**src/rtl/ibex_pmp_csr_pkg.sv**
```systemverilog
// Shared PMP configuration types and constants used by the CSR bank and the checker.
package ibex_pmp_csr_pkg;

    typedef enum logic [1:0] {
        PMP_MODE_OFF   = 2'b00,
        PMP_MODE_TOR   = 2'b01,
        PMP_MODE_NA4   = 2'b10,
        PMP_MODE_NAPOT = 2'b11
    } pmp_cfg_mode_e;

    typedef struct packed {
        logic          lock;
        pmp_cfg_mode_e mode;
        logic          exec;
        logic          write;
        logic          read;
    } pmp_cfg_t;

    localparam int PMP_CFG_LOCK_BIT = 7;
    localparam int PMP_CFG_MODE_LSB = 3;
    localparam int PMP_ADDR_W       = 34;

    localparam pmp_cfg_t PMP_CFG_RESET = '{
        lock:  1'b0,
        mode:  PMP_MODE_OFF,
        exec:  1'b0,
        write: 1'b0,
        read:  1'b0
    };

    // Architectural byte view of a stored config; reserved bits [6:5] read as zero.
    function automatic logic [7:0] pmp_cfg_to_byte(input pmp_cfg_t cfg);
        return {cfg.lock, 2'b00, cfg.mode, cfg.exec, cfg.write, cfg.read};
    endfunction

endpackage

```
**src/rtl/ibex_pmp_csr_legalize.sv**
```systemverilog
// WARL mapping of a pmpcfg write byte to a legal config, and granularity-dependent
// masking of the pmpaddr read view.
module ibex_pmp_csr_legalize
    import ibex_pmp_csr_pkg::*;
#(
    parameter int PMPGranularity = 0
) (
    input  logic [7:0]    cfg_wdata,
    output pmp_cfg_t      cfg_legal,
    input  pmp_cfg_mode_e rd_mode,
    input  logic [31:0]   rd_addr_stored,
    output logic [31:0]   rd_addr_masked
);

    // Low address bits forced to one (NAPOT) or zero (OFF/TOR) on readback.
    localparam logic [31:0] NAPOT_ONES =
        (32'd1 << ((PMPGranularity >= 2) ? (PMPGranularity - 1) : 0)) - 32'd1;
    localparam logic [31:0] ZERO_MASK = (32'd1 << PMPGranularity) - 32'd1;

    pmp_cfg_mode_e wmode;

    always_comb begin
        wmode = pmp_cfg_mode_e'(cfg_wdata[PMP_CFG_MODE_LSB +: 2]);

        cfg_legal       = PMP_CFG_RESET;
        cfg_legal.lock  = cfg_wdata[PMP_CFG_LOCK_BIT];
        cfg_legal.mode  = ((PMPGranularity >= 1) && (wmode == PMP_MODE_NA4)) ? PMP_MODE_OFF : wmode;
        cfg_legal.exec  = cfg_wdata[2];
        cfg_legal.read  = cfg_wdata[0];
        // Write without read is reserved; drop the write permission.
        cfg_legal.write = cfg_wdata[1] & cfg_wdata[0];

        rd_addr_masked = rd_addr_stored;
        if ((PMPGranularity >= 2) && (rd_mode == PMP_MODE_NAPOT)) begin
            rd_addr_masked = rd_addr_stored | NAPOT_ONES;
        end else if ((PMPGranularity >= 1) &&
                     ((rd_mode == PMP_MODE_OFF) || (rd_mode == PMP_MODE_TOR))) begin
            rd_addr_masked = rd_addr_stored & ~ZERO_MASK;
        end
    end

endmodule

```
**src/rtl/ibex_pmp_csr.sv**
```systemverilog
// PMP cfg/addr register bank feeding the PMP checker, with lock and WARL enforcement.
// Optional macro IBEX_PMP_CSR_LOCK_ALERT_EN adds pmp_lock_alert_o for discarded writes.
module ibex_pmp_csr
    import ibex_pmp_csr_pkg::*;
#(
    parameter int PMPNumRegions  = 4,
    parameter int PMPGranularity = 0
) (
    input  logic                  clk_i,
    input  logic                  rst_i,
    input  logic                  csr_req_i,
    output logic                  csr_gnt_o,
    input  logic                  csr_we_i,
    input  logic                  csr_sel_addr_i,
    input  logic [3:0]            csr_idx_i,
    input  logic [31:0]           csr_wdata_i,
    output logic                  csr_rvalid_o,
    output logic [31:0]           csr_rdata_o,
    output logic                  csr_err_o,
`ifdef IBEX_PMP_CSR_LOCK_ALERT_EN
    output logic                  pmp_lock_alert_o,
`endif
    output pmp_cfg_t              csr_pmp_cfg_o  [PMPNumRegions],
    output logic [PMP_ADDR_W-1:0] csr_pmp_addr_o [PMPNumRegions]
);

    pmp_cfg_t    cfg_reg  [PMPNumRegions];
    logic [31:0] addr_reg [PMPNumRegions];

    logic        req_accept;
    logic        idx_valid;
    logic [PMPNumRegions-1:0] region_sel;
    logic [PMPNumRegions-1:0] cfg_locked;
    logic [PMPNumRegions-1:0] addr_locked;
    logic [PMPNumRegions-1:0] cfg_wr_en;
    logic [PMPNumRegions-1:0] addr_wr_en;

    pmp_cfg_t    cfg_legal;
    pmp_cfg_t    sel_cfg;
    logic [31:0] sel_addr;
    logic [31:0] sel_addr_masked;

    logic        rvalid_reg;
    logic [31:0] rdata_reg;
    logic [31:0] rdata_next;
    logic        err_reg;

    assign csr_gnt_o  = ~rst_i;
    assign req_accept = csr_req_i & csr_gnt_o;
    assign idx_valid  = (32'(csr_idx_i) < PMPNumRegions);

    for (genvar gi = 0; gi < PMPNumRegions; gi++) begin : g_region
        assign region_sel[gi] = req_accept && (csr_idx_i == 4'(gi));
        assign cfg_locked[gi] = cfg_reg[gi].lock;

        // A locked TOR region above also freezes this region's address (its base).
        if (gi + 1 < PMPNumRegions) begin : g_tor_guard
            assign addr_locked[gi] = cfg_reg[gi].lock |
                                     (cfg_reg[gi+1].lock && (cfg_reg[gi+1].mode == PMP_MODE_TOR));
        end else begin : g_top_region
            assign addr_locked[gi] = cfg_reg[gi].lock;
        end

        assign cfg_wr_en[gi]  = region_sel[gi] & csr_we_i & ~csr_sel_addr_i & ~cfg_locked[gi];
        assign addr_wr_en[gi] = region_sel[gi] & csr_we_i &  csr_sel_addr_i & ~addr_locked[gi];

        assign csr_pmp_cfg_o[gi]  = cfg_reg[gi];
        assign csr_pmp_addr_o[gi] = {addr_reg[gi], 2'b00};
    end

    always_comb begin
        sel_cfg  = PMP_CFG_RESET;
        sel_addr = 32'd0;
        for (int i = 0; i < PMPNumRegions; i++) begin
            if (csr_idx_i == 4'(i)) begin
                sel_cfg  = cfg_reg[i];
                sel_addr = addr_reg[i];
            end
        end
    end

    ibex_pmp_csr_legalize #(
        .PMPGranularity (PMPGranularity)
    ) u_legalize (
        .cfg_wdata      (csr_wdata_i[7:0]),
        .cfg_legal      (cfg_legal),
        .rd_mode        (sel_cfg.mode),
        .rd_addr_stored (sel_addr),
        .rd_addr_masked (sel_addr_masked)
    );

    always_comb begin
        rdata_next = 32'd0;
        if (!csr_we_i && idx_valid) begin
            rdata_next = csr_sel_addr_i ? sel_addr_masked : {24'd0, pmp_cfg_to_byte(sel_cfg)};
        end
    end

    always_ff @(posedge clk_i or posedge rst_i) begin
        if (rst_i) begin
            for (int i = 0; i < PMPNumRegions; i++) begin
                cfg_reg[i]  <= PMP_CFG_RESET;
                addr_reg[i] <= 32'd0;
            end
        end else begin
            for (int i = 0; i < PMPNumRegions; i++) begin
                if (cfg_wr_en[i]) begin
                    cfg_reg[i] <= cfg_legal;
                end
                if (addr_wr_en[i]) begin
                    addr_reg[i] <= csr_wdata_i;
                end
            end
        end
    end

    always_ff @(posedge clk_i or posedge rst_i) begin
        if (rst_i) begin
            rvalid_reg <= 1'b0;
            rdata_reg  <= 32'd0;
            err_reg    <= 1'b0;
        end else begin
            rvalid_reg <= req_accept;
            rdata_reg  <= req_accept ? rdata_next : 32'd0;
            err_reg    <= req_accept & ~idx_valid;
        end
    end

    assign csr_rvalid_o = rvalid_reg;
    assign csr_rdata_o  = rdata_reg;
    assign csr_err_o    = err_reg;

`ifdef IBEX_PMP_CSR_LOCK_ALERT_EN
    logic write_discarded;
    logic alert_reg;

    assign write_discarded = |(region_sel & {PMPNumRegions{csr_we_i}} &
                               (csr_sel_addr_i ? addr_locked : cfg_locked));

    always_ff @(posedge clk_i or posedge rst_i) begin
        if (rst_i) begin
            alert_reg <= 1'b0;
        end else begin
            alert_reg <= write_discarded;
        end
    end

    assign pmp_lock_alert_o = alert_reg;
`endif

endmodule

```
**config.mk**
```make
export PLATFORM = sky130hd
export DESIGN_NAME = ibex_pmp_csr
export DESIGN_NICKNAME = d
export VERILOG_FILES = /design/src/rtl/ibex_pmp_csr_pkg.sv /design/src/rtl/ibex_pmp_csr_legalize.sv /design/src/rtl/ibex_pmp_csr.sv
export SDC_FILE = /design/constraint.sdc
export NUM_CORES = 1
export LEC_CHECK = 0
export BUFFER_PORTS_ARGS = -buffer_cell sky130_fd_sc_hd__buf_2
export CORE_MARGIN = 2
export CORE_UTILIZATION = 56
export CTS_CLUSTER_DIAMETER = 150
export DETAILED_ROUTE_END_ITERATION = 10
export GPL_TIMING_DRIVEN = 0
export PLACE_DENSITY = 0.86
export SKIP_LAST_GASP = 1
export SYNTH_ARGS = -nofsm -noshare
export SYNTH_HDL_FRONTEND = slang
export SYNTH_SLANG_ARGS = --single-unit
```
**constraint.sdc**
```tcl
create_clock -name clk_i -period 18.06 [get_ports clk_i]
set_input_delay 3.612 -clock clk_i [delete_from_list [all_inputs] [get_ports clk_i]]
set_output_delay 3.612 -clock clk_i [all_outputs]
set_load 0.01 [all_outputs]
```
**Word-level counts from Yosys, hierarchy flattened**

Index checks and enable logic that the tools add are counted.

- Bits in registers: 186
- Bits of input ports: 41
- Output and inout port bits: 195
- Logic and storage cells: 91

- $lt $le $gt $ge: 1
- Eq/ne operators: 6
- Muxes and demuxes: 11
- Bitwise gates (word level): 36
- Reduce and logical (&&, ||, !) cells: 10

Operators by type and width:

| kind | number |
|---|---|
| 32-bit two-way mux | 7 |
| 6-bit two-way mux | 4 |
| 1-bit bitwise AND | 23 |
| 1-bit inverter | 10 |
| 4-bit by 2-bit equality test with 1-bit output (second input constant) | 2 |
| 1-bit logical AND | 8 |
| 2-bit by 1-bit equality test with 1-bit output (second input constant) | 3 |
| 4-bit by 1-bit equality test with 1-bit output (second input constant) | 1 |
| 4-bit zero test | 1 |
| 4-bit by 3-bit < comparator with 1-bit output (second input constant) | 1 |
| 1-bit bitwise OR | 3 |
| 1-bit zero test | 1 |

**Longest topological paths before layout**

Gate-level depths: netlist of run 1.

- Word-level depth: 8
- Gate-level depth with buffers: 7
- Gate-level depth less buffers: 5

**Cells and area by module**

A second synthesis of run 1 with hierarchy kept.

- Cell total of the unflattened synthesis: 574
- Area, all modules: 8429.3 µm²

By module, submodules not included:

| module | times used | cells each | area an instance (µm²) | seq. area each (µm²) |
|---|---|---|---|---|
| ibex_pmp_csr | 1 | 536 | 8145.3 | 4654.5 |
| ibex_pmp_csr_legalize | 1 | 38 | 284.0 | 0.0 |

**Least setup slack after synthesis of run 1**

OpenSTA, ideal clock, no wires.

- Kind: input to output
- Start: in rst_i
- End: out csr_gnt_o
- Arrival: 7489 ps
- Data required time: 14448 ps
- Path slack: 6959 ps
- Stages: 1
- Path buffers: 0
- Cells stage by stage: inv_1

- Cells in the longest elaborated chain, start to end: 1

RTL lines:

| element | RTL line | text |
|---|---|---|
| from (decl) | ibex_pmp_csr.sv:10 | `input logic rst_i,` |
| 1-bit inverter | ibex_pmp_csr.sv:48 | `assign csr_gnt_o = ~rst_i;` |
| to (decl) | ibex_pmp_csr.sv:12 | `output logic csr_gnt_o,` |

No other way between the ends.

**Worst setup path in the final report of run 1**

Ends and elaborated chain as after synthesis.

==> results by group, run 1 <==
Status
  • Outcome: complete, no violations

Routing
  • Via-per-instance ratio: 5.88
  • Initial DRC count: 418
  • Vias: 5,934
  • Post-route ant nets: 0
  • Drt drc: 0
  • Wire per inst: 22.2 um
  • First-pass DRT Iterations: 5
  • Final wirelength: 22,400 um

Worst hold path
  • Min-delay worst type: reg -> reg

Timing
  • Maximum clock frequency: 0.117 GHz
  • Slew @ Worst Pin: 0.855 ns
  • Pins Over Slew Limit: 0
  • Final setup violating endpoints: 0
  • Final Cycle Share: 47.3%
  • Setup tns final: 0 ns
  • Final min period: 8.55 ns
  • Unrepaired setup endpoints after global routing: no
  • Hold Vio Cnt, Final: 0
  • Relative slew slack: 42.5%
  • Fin Clk Skew: 0.00644 ns

Clocking
  • Clk Latency, worst-skew pair: 0.43 ns
  • # hold bufs at CTS: 0
  • CTS clk-pin slew, worst paths: 0.06 ns
  • Maximum buffer depth of the clock tree: 2
  • CTS resizes: 0
  • H-Tree Depth: 4
  • Post-CTS setup buffer count: 0
  • Root Driver: clkbuf_16
  • Num CTS Buffers: 17
  • Clock sinks: 186
  • CTS tree: yes

Floorplanning
  • Core Box Area: 13,900 sq um
  • # IOs: 236
  • Die ar.: 15,200 sq um
  • Row cnt: 43
  • Die Y-Extent: 123 um
  • Die W: 123 um
  • Starting Density: 57.5%

Place
  • Post-DP Area: 9390 sq um
  • Routability-driven placement congestion ratio: 0.918
  • Sum of net half-perimeters after detailed placement: 15,500 um
  • # port buffers: 225

GRT
  • Vias in the first global route: 6,105
  • Initial antenna violation count: 1
  • Largest net degree at the start of global routing: 132
  • Total GRT Usage: 29.9%
  • Total grt overflow: 0
  • First-pass GRT wire length: 33,900 um

Power
  • P_leak: 5.39 nW
  • Tot Pwr: 0.000969 W
  • VDD IR max: 0.0000651 V
  • PwrDens: 97.0 nW/um^2

Synthesis
  • Synth warn: 0
  • Post-synthesis cell count: 564
  • Distinct cells, synth: 39
  • Post-synthesis sequential area ratio: 58.3%
  • Synth Flop Type: dfrtp_1
  • Asr flop ratio synth: 100%
  • Flops & latches, synth: 186
  • Number of synthesized flops with an enable pin: 0
  • Synth Cell Area: 7980 sq um
  • Synth Area per Inst: 14.1 sq um

Setup path
  • R2r startpoint: csr_pmp_cfg_o[17]$_DFFE_PP0P_
  • CP Capture Type: output port
  • Worst R2R Path Depth: 4
  • Crit path to: csr_gnt_o
  • Critical Path RT: 14.45 ns
  • CP Launch Type: input pin
  • R2r setup slk: 15.98 ns
  • Crit path from: rst_i
  • Worst path arrival time: 4.94 ns
  • FF-to-FF End: csr_pmp_addr_o[87]$_DFFE_PP0P_
  • Worst setup path class: in -> out
  • Crit-path max FO: 131

Cells and area
  • # nets final: 857
  • Fraction of layout cells with a size suffix above 1: 53.1%
  • Area growth, synth to finish: 25.1%
  • Most common library cell in the layout ignoring fill and taps: buf_2
  • Fin area: 9990 sq um
  • Commonest cells after routing, fill and taps aside: buf_2, dfrtp_1, mux2_2, a211oi_1

Job
  • Max-cap violations: 0
[critical path: stages]
cell	delay (ns)
buf_2	0.13
inv_8	0.30
buf_16	0.47
buf_2	0.25
[registers in the layout, summed over array words and instances (netlist names)]
signal	cells
csr_pmp_cfg_o	24
csr_pmp_addr_o	128
csr_rdata_o	32
csr_err_o	1
csr_rvalid_o	1
[synth_stat cells (2+ instances only)]
cell / count / share of area [%]
a31oi_1: 5 / 0.39
mux2_2: 143 / 20
dfrtp_1: 186 / 58
mux2i_1: 28 / 3.5
inv_1: 6 / 0.28
mux4_2: 4 / 1.1
o22ai_1: 3 / 0.24
buf_6: 3 / 0.42
nand2b_1: 2 / 0.16
nor2_1: 9 / 0.42
a221oi_1: 3 / 0.33
nor3_2: 2 / 0.25
a211oi_1: 52 / 4.9
nand2_1: 9 / 0.42
a21oi_1: 7 / 0.44
a21o_1: 3 / 0.28
nand3_1: 2 / 0.13
clkbuf_1: 16 / 0.75
a311oi_2: 2 / 0.38
o211ai_1: 2 / 0.19
nor2b_1: 28 / 2.2
o21ai_0: 3 / 0.19
buf_2: 14 / 0.88
mux2_1: 7 / 0.99
and3_1: 3 / 0.24
buf_4: 9 / 0.85
[layer usage]
metal  up-vias  part of all wire (%)  global-route usage (%)
li1       2560                     -                       -
met3        33                   7.9                    7.89
met2       263                    49                    49.9
met4         0                   1.9                    10.4
met1      3078                    41                    37.8
met5         -                     0                       0
[worst min-delay path by stage]
stage / from / to / slack [ns] / cells after the start
finish: csr_pmp_addr_o[6]$_DFFE_PP0P_ / csr_pmp_addr_o[6]$_DFFE_PP0P_ / 0.52 / 1
global route: csr_pmp_addr_o[98]$_DFFE_PP0P_ / csr_pmp_addr_o[98]$_DFFE_PP0P_ / 0.55 / 1
CTS: csr_pmp_cfg_o[23]$_DFFE_PP0P_ / csr_pmp_cfg_o[23]$_DFFE_PP0P_ / 0.52 / 1
detailed placement: csr_pmp_cfg_o[23]$_DFFE_PP0P_ / csr_pmp_cfg_o[23]$_DFFE_PP0P_ / 0.50 / 1
global placement: csr_pmp_addr_o[6]$_DFFE_PP0P_ / csr_pmp_addr_o[6]$_DFFE_PP0P_ / 0.49 / 1
floorplan: csr_pmp_cfg_o[23]$_DFFE_PP0P_ / csr_pmp_cfg_o[23]$_DFFE_PP0P_ / 0.52 / 1
[kinds of logic (layout without fill, tap and decap cells)]
group	Yosys count	in the layout	share of synthesized area (%)
and+or+nand+nor	62	62	4.59
DFF	186	186	58.3
muxes	182	182	25.8
other	1	9	0.0470
buffers and inverters	49	306	3.23
AOI/OAI and AO/OA	84	84	8.00
[stage by stage]
step,hold slack [ns],setup slack (ns),util [%],instances
finish,0.516,9.51,71.9,1009
global route,0.550,9.37,71.9,1009
CTS,0.518,9.51,71.9,1008
detailed placement,0.502,9.51,67.7,977
global placement,0.486,5.06,67.4,976
floorplan,0.520,6.96,-,571
[power breakdown]
| group | leakage [nW] | internal, W | switching, W |
|---|---|---|---|
| Clock | 0.291 | 0.000219 | 0.000157 |
| Combinational | 2.56 | 0.0000559 | 0.0000673 |
| Sequential | 2.54 | 0.000445 | 0.0000244 |
[layout make-up]
| type | count | area, sq um |
|---|---|---|
| antenna | 1 | 2.50 |
| buffer | 43 | 235 |
| clock buffer | 18 | 439 |
| clock inverter | 13 | 153 |
| fill | 929 | 3890 |
| inverter | 6 | 30.0 |
| multi-input combinational | 336 | 3090 |
| sequential | 186 | 4650 |
| tap | 180 | 225 |
| timing repair buffer | 226 | 1150 |
No activity file was read; power rests on OpenSTA's default activity.
==> run 2, diff against run 1 <==
Settings changed: CORE_UTILIZATION 56 to 47, PLACE_DENSITY 0.86 to 0.77.
Clock period 18.06 ns to 7.46 ns, I/O delays scaled along.
==> results by group, run 2 (synthesized netlist as in run 1, its figures left out) <==
Timing
  • Slew @ Worst Pin: 0.976 ns
  • Unrepaired setup endpoints after global routing: no
  • Relative slew slack: 34.3%
  • Hold Vio Cnt, Final: 0
  • Final setup violating endpoints: 0
  • Final hold slack: 0.511 ns
  • Pins Over Slew Limit: 0
  • Final Cycle Share: 57.5%
  • Final min period: 4.29 ns
  • Setup tns final: 0 ns
  • Fin Clk Skew: 0.00797 ns
  • Maximum clock frequency: 0.233 GHz

Floorplanning
  • Die ar.: 18,000 sq um
  • Core Box Area: 16,600 sq um
  • Die Y-Extent: 134 um
  • Row cnt: 47
  • Starting Density: 48.1%
  • # IOs: 236
  • Die W: 134 um

Cells and area
  • # nets final: 857
  • Fraction of layout cells with a size suffix above 1: 53.0%
  • Fin area: 10,100 sq um
  • Number of flip-flops in the largest register: 128
  • Area growth, synth to finish: 26.3%
  • Most common library cell in the layout ignoring fill and taps: buf_2
  • Layout Cells excl Fill: 1,049
  • Commonest cells after routing, fill and taps aside: buf_2, dfrtp_1, mux2_2, a211oi_1

Clocking
  • Maximum buffer depth of the clock tree: 2
  • CTS tree: yes
  • Post-CTS setup buffer count: 0
  • CTS resizes: 0
  • Clk Latency, worst-skew pair: 0.42 ns
  • CTS clk-pin slew, worst paths: 0.07 ns
  • # hold bufs at CTS: 0
  • H-Tree Depth: 4
  • Num CTS Buffers: 17
  • Clock sinks: 186
  • Root Driver: clkbuf_16

Power
  • Switching share of power: 25.0%
  • Clock share of power: 40.1%
  • Tot Pwr: 0.00238 W
  • Sw Pwr: 0.000595 W
  • VDD IR max: 0.000150 V
  • P_leak: 5.41 nW
  • PwrDens: 236 nW/um^2
  • Comb power frac: 12.3%
  • Sequential share of power: 47.5%
  • Int Pwr: 0.00179 W

GRT
  • Total GRT Usage: 24.3%
  • First-pass GRT wire length: 33,300 um
  • Largest net degree at the start of global routing: 108
  • Total grt overflow: 0
  • Vias in the first global route: 5,762
  • Initial antenna violation count: 2

Status
  • Outcome: complete, no violations

Setup path
  • CP Launch Type: input pin
  • CP Capture Type: output port
  • Critical Path RT: 5.97 ns
  • Worst R2R Path Depth: 4
  • Worst setup path class: in -> out
  • Worst path arrival time: 2.80 ns
  • Crit-path max FO: 107

Worst hold path
  • Min-delay worst type: reg -> reg
  • Hold path depth: 1

Place
  • # port buffers: 225
  • Routability-driven placement congestion ratio: 0.847
  • Post-DP Area: 9440 sq um
  • Sum of net half-perimeters after detailed placement: 15,200 um
  • Inst Count DP: 1,017

Routing
  • Final wirelength: 21,600 um
  • First-pass DRT Iterations: 4
  • Via-per-instance ratio: 5.45
  • Wire per inst: 20.6 um
  • Drt drc: 0
  • Vias: 5,713
  • Initial DRC count: 283
  • Post-route ant nets: 0

Job
  • Max-cap violations: 0
==> run 2: routing by layer <==
metal / global-route usage (%) / vias to the layer above / share of wire [%]
li1: - / 2561 / -
met1: 32.7 / 2926 / 43
met2: 39.7 / 202 / 49
met3: 6.08 / 22 / 6.2
met4: 6.43 / 2 / 1.4
met5: 0 / - / 0.060
==> run 2: worst paths after layout <==
check | startpoint | end | slack (ns)
hold reg to reg | csr_pmp_cfg_o[23]$_DFFE_PP0P_ | csr_pmp_cfg_o[23]$_DFFE_PP0P_ | 0.51
setup reg to reg | csr_pmp_cfg_o[11]$_DFFE_PP0P_ | csr_pmp_addr_o[61]$_DFFE_PP0P_ | 5.42
hold / removal | csr_pmp_cfg_o[23]$_DFFE_PP0P_ | csr_pmp_cfg_o[23]$_DFFE_PP0P_ | 0.51
setup / recovery | rst_i | csr_gnt_o | 3.17
max in group asynchronous | rst_i | csr_pmp_addr_o[33]$_DFFE_PP0P_ | 5.41
min in group asynchronous | rst_i | csr_rvalid_o$_DFF_PP0_ | 1.13
==> run 2: power groups by stage <==
stage | registers, W | logic, W | clock network (W)
2_1_floorplan | 0.00117 | 0.000133 | 0
3_3_place_gp | 0.00115 | 0.000289 | 0
3_5_place_dp | 0.00115 | 0.000298 | 0
4_1_cts | 0.00113 | 0.000298 | 0.000973
5_1_grt | 0.00114 | 0.000320 | 0.00102
6_report | 0.00113 | 0.000294 | 0.000956
==> run 2: final cells by class <==
class / count / area [sq um]
multi-input combinational: 336 / 3090
clock inverter: 8 / 133
antenna: 1 / 2.50
tap: 220 / 275
clock buffer: 23 / 498
inverter: 6 / 30.0
buffer: 43 / 235
sequential: 186 / 4650
fill: 1354 / 6510
timing repair buffer: 226 / 1150
==> run 2: critical path, stage by stage <==
cell	delay, ns
buf_2	0.13
inv_8	0.38
buf_16	0.45
buf_2	0.23
==> run 2: metrics by stage <==
stage	setup WS, ns	util (%)
finish	3.17	60.8
global route	2.99	60.8
CTS	3.13	60.7
detailed placement	3.12	56.9
global placement	-1.57	56.7
floorplan	0.599	-
